## config.mk

```make
export PLATFORM = sky130hd
export DESIGN_NAME = gb_timer
export DESIGN_NICKNAME = d
export VERILOG_FILES = /design/src/rtl/gb_timer.sv
export SDC_FILE = /design/constraint.sdc
export NUM_CORES = 1
export LEC_CHECK = 0
export CELL_PAD_IN_SITES_DETAIL_PLACEMENT = 1
export CELL_PAD_IN_SITES_GLOBAL_PLACEMENT = 1
export CORE_MARGIN = 2
export CORE_UTILIZATION = 40
export CTS_CLUSTER_SIZE = 24
export DETAILED_ROUTE_END_ITERATION = 7
export MAX_ROUTING_LAYER = met4
export PLACE_DENSITY_LB_ADDON = 0.1
export SLEW_MARGIN = 20
export SYNTH_ARGS = -nofsm -noshare
export SYNTH_HDL_FRONTEND = slang
export SYNTH_SLANG_ARGS = --single-unit
```

## constraint.sdc

```tcl
create_clock -name clk -period 3.15 [get_ports clk]
set_input_delay 0.63 -clock clk [delete_from_list [all_inputs] [get_ports clk]]
set_output_delay 0.63 -clock clk [all_outputs]
set_load 0.1 [all_outputs]
```

## src/rtl/gb_timer.sv

```systemverilog
// gb_timer: DMG-style DIV/TIMA/TMA/TAC timer block (FF04-FF07).
//
// A 16-bit system counter advances by 4 T-cycles on every cpu_en (M-cycle)
// enable. DIV exposes its upper byte. TIMA is clocked on the falling edge of
// (TAC.enable & sys_cnt[tap]), and an overflow passes through a one-M-cycle
// OVF window (TIMA reads 00, a TIMA write cancels the reload) and a
// one-M-cycle RELOAD window (TIMA writes ignored, TMA writes fall through to
// TIMA). timer_int is raised for exactly one cpu_en window per overflow.
//
// Optional feature macro: GB_TIMER_GLITCH_EN
//   defined   : a DIV or TAC write that drops the tap select from 1 to 0
//               clocks TIMA in that cycle (DMG glitch behaviour).
//   undefined : any cpu_en cycle with a DIV or TAC write never clocks TIMA.
//
// Parameters:
//   DIV_INIT  reset value of the internal 16-bit system counter
//
// Ports:
//   clk        system clock
//   reset      synchronous, active-high reset
//   cpu_en     one-cycle M-cycle enable qualifying every state update
//   addr       register select: 0 DIV, 1 TIMA, 2 TMA, 3 TAC
//   wdata      register write value
//   write      write strobe, effective only with cpu_en
//   rdata      combinational read of the selected register
//   timer_int  registered interrupt request to the interrupt controller
module gb_timer #(
  parameter logic [15:0] DIV_INIT = 16'h0000
) (
  input  logic       clk,
  input  logic       reset,
  input  logic       cpu_en,
  input  logic [1:0] addr,
  input  logic [7:0] wdata,
  input  logic       write,
  output logic [7:0] rdata,
  output logic       timer_int
);

  typedef enum logic [1:0] {
    ST_RUN    = 2'd0,
    ST_OVF    = 2'd1,
    ST_RELOAD = 2'd2
  } state_t;

  state_t      state_r, state_n;
  logic [15:0] sys_cnt_r, sys_cnt_n;
  logic [7:0]  tima_r, tima_n;
  logic [7:0]  tma_r, tma_n;
  logic [2:0]  tac_r, tac_n;
  logic        prev_sel_r, prev_sel_n;
  logic        timer_int_r, timer_int_n;

  logic        div_wr_s, tima_wr_s, tma_wr_s, tac_wr_s;
  logic        tap_bit_s, sel_s, inc_s;

  assign div_wr_s  = cpu_en & write & (addr == 2'd0);
  assign tima_wr_s = cpu_en & write & (addr == 2'd1);
  assign tma_wr_s  = cpu_en & write & (addr == 2'd2);
  assign tac_wr_s  = cpu_en & write & (addr == 2'd3);

  assign timer_int = timer_int_r;

  // Register read mux; unused TAC bits read back as ones.
  always_comb begin
    rdata = 8'h00;
    case (addr)
      2'd0:    rdata = sys_cnt_r[15:8];
      2'd1:    rdata = tima_r;
      2'd2:    rdata = tma_r;
      2'd3:    rdata = {5'b11111, tac_r};
      default: rdata = 8'h00;
    endcase
  end

  // Next-state logic: counter, registers, tap edge detect and TIMA FSM.
  always_comb begin
    sys_cnt_n   = sys_cnt_r;
    tima_n      = tima_r;
    tma_n       = tma_r;
    tac_n       = tac_r;
    state_n     = state_r;
    prev_sel_n  = prev_sel_r;
    timer_int_n = timer_int_r;
    tap_bit_s   = 1'b0;
    sel_s       = 1'b0;
    inc_s       = 1'b0;

    if (cpu_en) begin
      // A DIV write clears the counter instead of advancing it.
      if (div_wr_s) begin
        sys_cnt_n = 16'h0000;
      end else begin
        sys_cnt_n = sys_cnt_r + 16'd4;
      end

      if (tma_wr_s) begin
        tma_n = wdata;
      end else begin
        tma_n = tma_r;
      end

      if (tac_wr_s) begin
        tac_n = wdata[2:0];
      end else begin
        tac_n = tac_r;
      end

      // The tap is sampled after this cycle's counter and TAC updates, so a
      // write that lowers the select shows up as a falling edge right here.
      case (tac_n[1:0])
        2'd0:    tap_bit_s = sys_cnt_n[9];
        2'd1:    tap_bit_s = sys_cnt_n[3];
        2'd2:    tap_bit_s = sys_cnt_n[5];
        2'd3:    tap_bit_s = sys_cnt_n[7];
        default: tap_bit_s = 1'b0;
      endcase
      sel_s      = tac_n[2] & tap_bit_s;
      prev_sel_n = sel_s;
      inc_s      = prev_sel_r & ~sel_s;
`ifdef GB_TIMER_GLITCH_EN
      inc_s = prev_sel_r & ~sel_s;
`else
      // Without the glitch model, write-induced edges never clock TIMA.
      if (div_wr_s | tac_wr_s) begin
        inc_s = 1'b0;
      end else begin
        inc_s = prev_sel_r & ~sel_s;
      end
`endif

      // The interrupt lasts exactly one cpu_en window.
      timer_int_n = 1'b0;

      case (state_r)
        ST_RUN: begin
          if (tima_wr_s) begin
            tima_n = wdata;
          end else if (inc_s) begin
            if (tima_r == 8'hFF) begin
              tima_n  = 8'h00;
              state_n = ST_OVF;
            end else begin
              tima_n = tima_r + 8'd1;
            end
          end else begin
            tima_n = tima_r;
          end
        end
        ST_OVF: begin
          // A TIMA write here cancels both the reload and the interrupt.
          if (tima_wr_s) begin
            tima_n  = wdata;
            state_n = ST_RUN;
          end else begin
            tima_n      = tma_n;
            timer_int_n = 1'b1;
            state_n     = ST_RELOAD;
          end
        end
        ST_RELOAD: begin
          // TIMA is still being loaded from TMA: TMA writes fall through.
          if (tma_wr_s) begin
            tima_n = wdata;
          end else begin
            tima_n = tima_r;
          end
          state_n = ST_RUN;
        end
        default: begin
          tima_n  = tima_r;
          state_n = ST_RUN;
        end
      endcase
    end else begin
      sys_cnt_n = sys_cnt_r;
    end
  end

  // State register with synchronous reset.
  always_ff @(posedge clk) begin
    if (reset) begin
      sys_cnt_r   <= {DIV_INIT[15:2], 2'b00};
      tima_r      <= 8'h00;
      tma_r       <= 8'h00;
      tac_r       <= 3'b000;
      state_r     <= ST_RUN;
      prev_sel_r  <= 1'b0;
      timer_int_r <= 1'b0;
    end else begin
      sys_cnt_r   <= sys_cnt_n;
      tima_r      <= tima_n;
      tma_r       <= tma_n;
      tac_r       <= tac_n;
      state_r     <= state_n;
      prev_sel_r  <= prev_sel_n;
      timer_int_r <= timer_int_n;
    end
  end

endmodule
```

=== Word level (Yosys, flattened, before mapping) ===
Cells that the tools add are included.

* Bits in registers: 39
* Bits of input ports: 14
* Output and inout bits: 9
* Logic and storage cells: 60

* $add $sub $neg: 2
* Equal/unequal tests: 14
* Muxes and demuxes: 22
* Bitwise gates (word level): 9
* Reduce and logical (&&, ||, !) cells: 6

{| class="wikitable"
|+ Operators with widths
! kind !! number
|-
| 8-bit 2-to-1 mux || 6
|-
| 8-bit one-hot mux with 4 select lines || 1
|-
| 8-bit one-hot mux with 3 select lines || 1
|-
| 16-bit by 3-bit adder with 16-bit output (second input constant) || 1
|-
| 16-bit 2-to-1 mux || 1
|-
| 2-bit equality test (second input constant) || 5
|-
| 8-bit by 1-bit adder with 8-bit output (second input constant) || 1
|-
| 8-bit equality test (second input constant) || 1
|-
| 2-bit 2-to-1 mux || 4
|-
| 2-bit != test (second input constant) || 4
|-
| 4-bit AND reduction || 2
|-
| 1-bit AND || 7
|-
| 2-bit by 1-bit equality test with 1-bit output (second input constant) || 3
|-
| 2-bit zero test || 3
|-
| 3-bit 2-to-1 mux || 2
|-
| 1-bit 2-to-1 mux || 5
|-
| 1-bit one-hot mux with 4 select lines || 1
|-
| 2-bit one-hot mux with 2 select lines || 1
|-
| 3-bit != test (second input constant) || 1
|-
| 3-bit nonzero test || 1
|-
| 1-bit inverter || 1
|-
| 1-bit OR || 1
|}

=== Depth between registers and ports, before layout ===
* Depth in word-level cells: 15
* Depth in mapped cells: 9
* Gate-level depth less buffers: 8

=== Least setup slack after synthesis ===
Ideal clock, no wire load.

* Path kind: input to output
* Start point: in addr[1]
* End point: out rdata[3]
* Arrival: 1.885 ns
* Setup slack: 0.635 ns
* Stages: 3
* Path buffers: 2
* Path through: buf_2 > buf_1 > o22a_1

* Longest elaborated chain between the ends: 2
* Elaborated cells between the ends (all ways): 5
* Those cells by class: eq/ne (3); mux (1); reduce/logical (1)

{| class="wikitable"
|+ Ends and longest elaborated chain
! what !! line !! text
|-
| start: declaration || 33 || <nowiki>input logic [1:0] addr,</nowiki>
|-
| 2-bit equality test, or another cell as far along || 67 || <nowiki>case (addr)</nowiki>
|-
| 8-bit one-hot mux with 4 select lines * || 67 ||
|-
| end: declaration || 36 || <nowiki>output logic [7:0] rdata,</nowiki>
|}

Every way passes the cells marked *; elsewhere a longest branch is shown, timed or not.

=== Final worst setup path ===
* Start point: in addr[0]
* End point: out rdata[0]

The elaborated chain is that of the path after synthesis.

==> results.md <==
- Outcome: finished clean
- DRT Pass-1 Iters: 4
- Number of max-cap violations: 0
- Flip-flop and latch area: 741 µm²
- Total grt overflow: 0
- Antenna violations before repair: 0
- Slew @ Worst Pin: approximately 570 ps
- Die Ht: ~82 µm
- Total Routing Usage GR: 0.242
- DRC: 0
- Met1 wire length: roughly 3700 µm
- Clk_lat worst skew: about 300 ps
- Top cells by area, synth: dfxtp_1, nand2_1, mux2i_1
- Routed WL per cell: roughly 18 µm
- Fraction of layout cells with a size suffix above 1: 0.146
- Slew headroom: 0.615
- Port bufs: 22
- Final Slew Violations: 0
- Core area: 0.00592 mm²
- Post-synthesis cell count: roughly 300
- Pin count of the biggest net entering global routing: 25
- Top FF cell, synth: dfxtp_1
- Vias in the first global route: roughly 2300
- Fillers: ~730
- PnR worst setup slack: ~420 ps
- Worst VDD drop: ~0.26 mV
- Syn_nets: about 320
- Highest Signal Layer: met4
- Reg2reg setup slack: 910 ps
- Async SR Flop Fraction: 0
- CTS tree: yes
- Slowest stage delay, CP: about 550 ps
- CP required: between 2000 and 3000 ps
- RD Place Congestion: around 0.85
- Met2 routed WL: about 3500 µm
- Met3 Routed Length: between 150 and 200 µm
- Critical path's slowest cell: mux4_2
- DRT iter0 DRCs: just under 100
- Hpwl dp: roughly 5700 µm
- Crit path top cell by count: buf_12
- Multi-input gate area in the final layout: 0.00160 mm²
- Synth top area share: 0.304
- F_max: about 0.37 GHz
- Placement Setup Slack: about 130 ps
- Arrival @ worst endpoint: ~2100 ps
- Clock Skews: 9.21 ps
- Final setup fails: 0
- Sequential area share after synthesis: 0.304
- Number of I/O pins: 23
- Diode count: 0
- Yosys warns: 0
- Cells along the critical path: clkdlybuf4s50_1 > buf_12 > mux4_2 > buf_12
- RSZ-0062 raised after global routing: false
- Yosys cell types: 53
- CTS root buf: clkbuf_8
- Critical Path End Type: primary output
- Crit path buf inv count: 3
- Post-Syn Area: 0.00244 mm²
- Cts bufs inserted: 5
- Final Cycle Share: 0.866
- First-pass GRT wire length: roughly 12000 µm
- Post-cts resize count: 0
- Seq cells post-synth: 37
- H-Tree Depth: 2
- CTS max path bufs: 2
- Crit-path leading delay family: buffers and inverters
- Remaining antenna violation count: 0
- Post-CTS Setup Inserts: 0
- Hold Violations, Final: 0
- Synthesized area per cell: between 8 and 9 µm²
- Setup Crit Path Kind: input port to primary output
- Synth area leader: dfxtp_1
- Initial Utilization: 0.412
- Vias after detailed routing: 2325
- Setup TNS: 0 ps
- Routed Wire Length: approximately 7400 µm
- # clock sinks: 37
- Die area: a little under 0.007 mm²
- HP Class: register to register
- PwrDens: 369 mW/mm²
- Min cycle time layout: ~2700 ps
- Synthesis-to-finish area growth: 22.1%
- Pleak: 1.06 nW
- Rows: 28
- Via density: a little under 6
- Nets@finish: about 350
- Die width: around 80 µm
- Startpoint types: input port
- Overall Power: 1.10 mW
- EDFF count, synth: 0
- Reg clk slew, reported paths: about 80 ps
- CP max FO: 15
- Hold Buf Count CTS: 0
-- cell usage after synthesis, types with 2 or more instances --
library cell / instances
mux2i_1: 12
ha_1: 6
mux2_2: 6
o211ai_1: 11
nand3_1: 15
a21oi_1: 21
o221ai_1: 2
inv_1: 8
o21ai_1: 3
nor2b_1: 5
xor2_1: 10
a22oi_1: 2
nand4_2: 2
o22a_1: 5
nand2_1: 49
a211oi_1: 4
and3_1: 2
buf_2: 5
mux4_2: 3
nand4_1: 4
buf_1: 3
clkbuf_1: 6
and4_1: 2
nor4_1: 2
o311ai_0: 3
o21ai_0: 9
nor3_1: 5
dfxtp_1: 37
xnor2_1: 6
nor2_1: 31
-- registers in the layout (all words and copies together) (netlist names) --
register	flops
prev_sel_r	1
tac_r	3
sys_cnt_r	14
state_r	2
tima_r	8
tma_r	8
timer_int	1
-- worst register-to-register path, stage by stage (launching register included) --
cell and delay, ps:
dfxtp_1 480, nand4_2 220, or4_1 540, a41oi_2 220, o31a_4 210, o211ai_4 110
nand2_2 190, mux2i_1 200
-- cell type report --
cell class,count,area share
repair buffers,33,0.132
inverters,9,0.0113
multi-input cells,241,0.538
well taps,75,0.0315
clock inverters,3,0.0156
clock buffers,5,0.0231
flip-flops and latches,37,0.249
-- cell usage in the layout (no fill, tap or decap), drive strengths merged, types with 3 or more instances in the layout --
cell           synthesis  routed
a211oi                 4       4
a21oi                 22      22
buf                    8      20
clkbuf                 7       5
clkdlybuf4s50          0      13
dfxtp                 37      37
ha                     6       6
inv                    8       8
mux2                   6       6
mux2i                 12      12
mux4                   3       3
nand2                 50      50
nand3                 15      15
nand4                  6       6
nor2                  31      31
nor2b                  5       5
nor3                   5       5
o211ai                12      12
o21ai                 12      12
o22a                   5       5
o311ai                 3       3
xnor2                  6       6
xor2                  10      10
-- cell families (layout without fill, tap and decap cells) --
logic type	count (synthesis)	after routing	share of synthesized area
and+or+nand+nor	125	125	0.246
DFF	37	37	0.304
buffers and inverters	24	50	0.0400
adders and majority gates	6	6	0.0308
AOI/OAI and AO/OA	73	73	0.217
xor gates and xnor gates	16	16	0.0575
muxes	21	21	0.105
-- power by group --
| group | internal [mW] | switching, mW | leakage (nW) |
|---|---|---|---|
| clock | 0.237 | 0.198 | 0.0543 |
| combinational | 0.0716 | 0.110 | 0.704 |
| sequential | 0.473 | 0.00890 | 0.299 |
| total | 0.782 | 0.317 | 1.06 |
-- per-layer routing --
metal / GRT usage / vias to the layer above
met5: - / -
met4: 0.0667 / 0
met3: 0.0341 / 6
met2: 0.389 / 24
met1: 0.317 / 1149
li1: - / 1146
-- path summary, 6_finish.rpt --
path | startpoint | end | cells past startpoint
min reg2reg | tma_r[0] | tma_r[0] | 2
max reg2reg | sys_cnt_r[5] | tima_r[4] | 7
min | tma_r[0] | tma_r[0] | 2
max | addr[0] | rdata[0] | 4
-- per-stage QoR --
stage / std cells / utilization / instance area [µm²] / hold WS, ps
floorplan: 302 / - / 2440 / 445
global placement: 395 / 0.483 / 2860 / 455
detailed placement: 395 / 0.483 / 2860 / 476
CTS: 403 / 0.503 / 2980 / 487
global route: 403 / 0.503 / 2980 / 515
finish: 403 / 0.503 / 2980 / 488
Power figures use the tool's default switching activity.
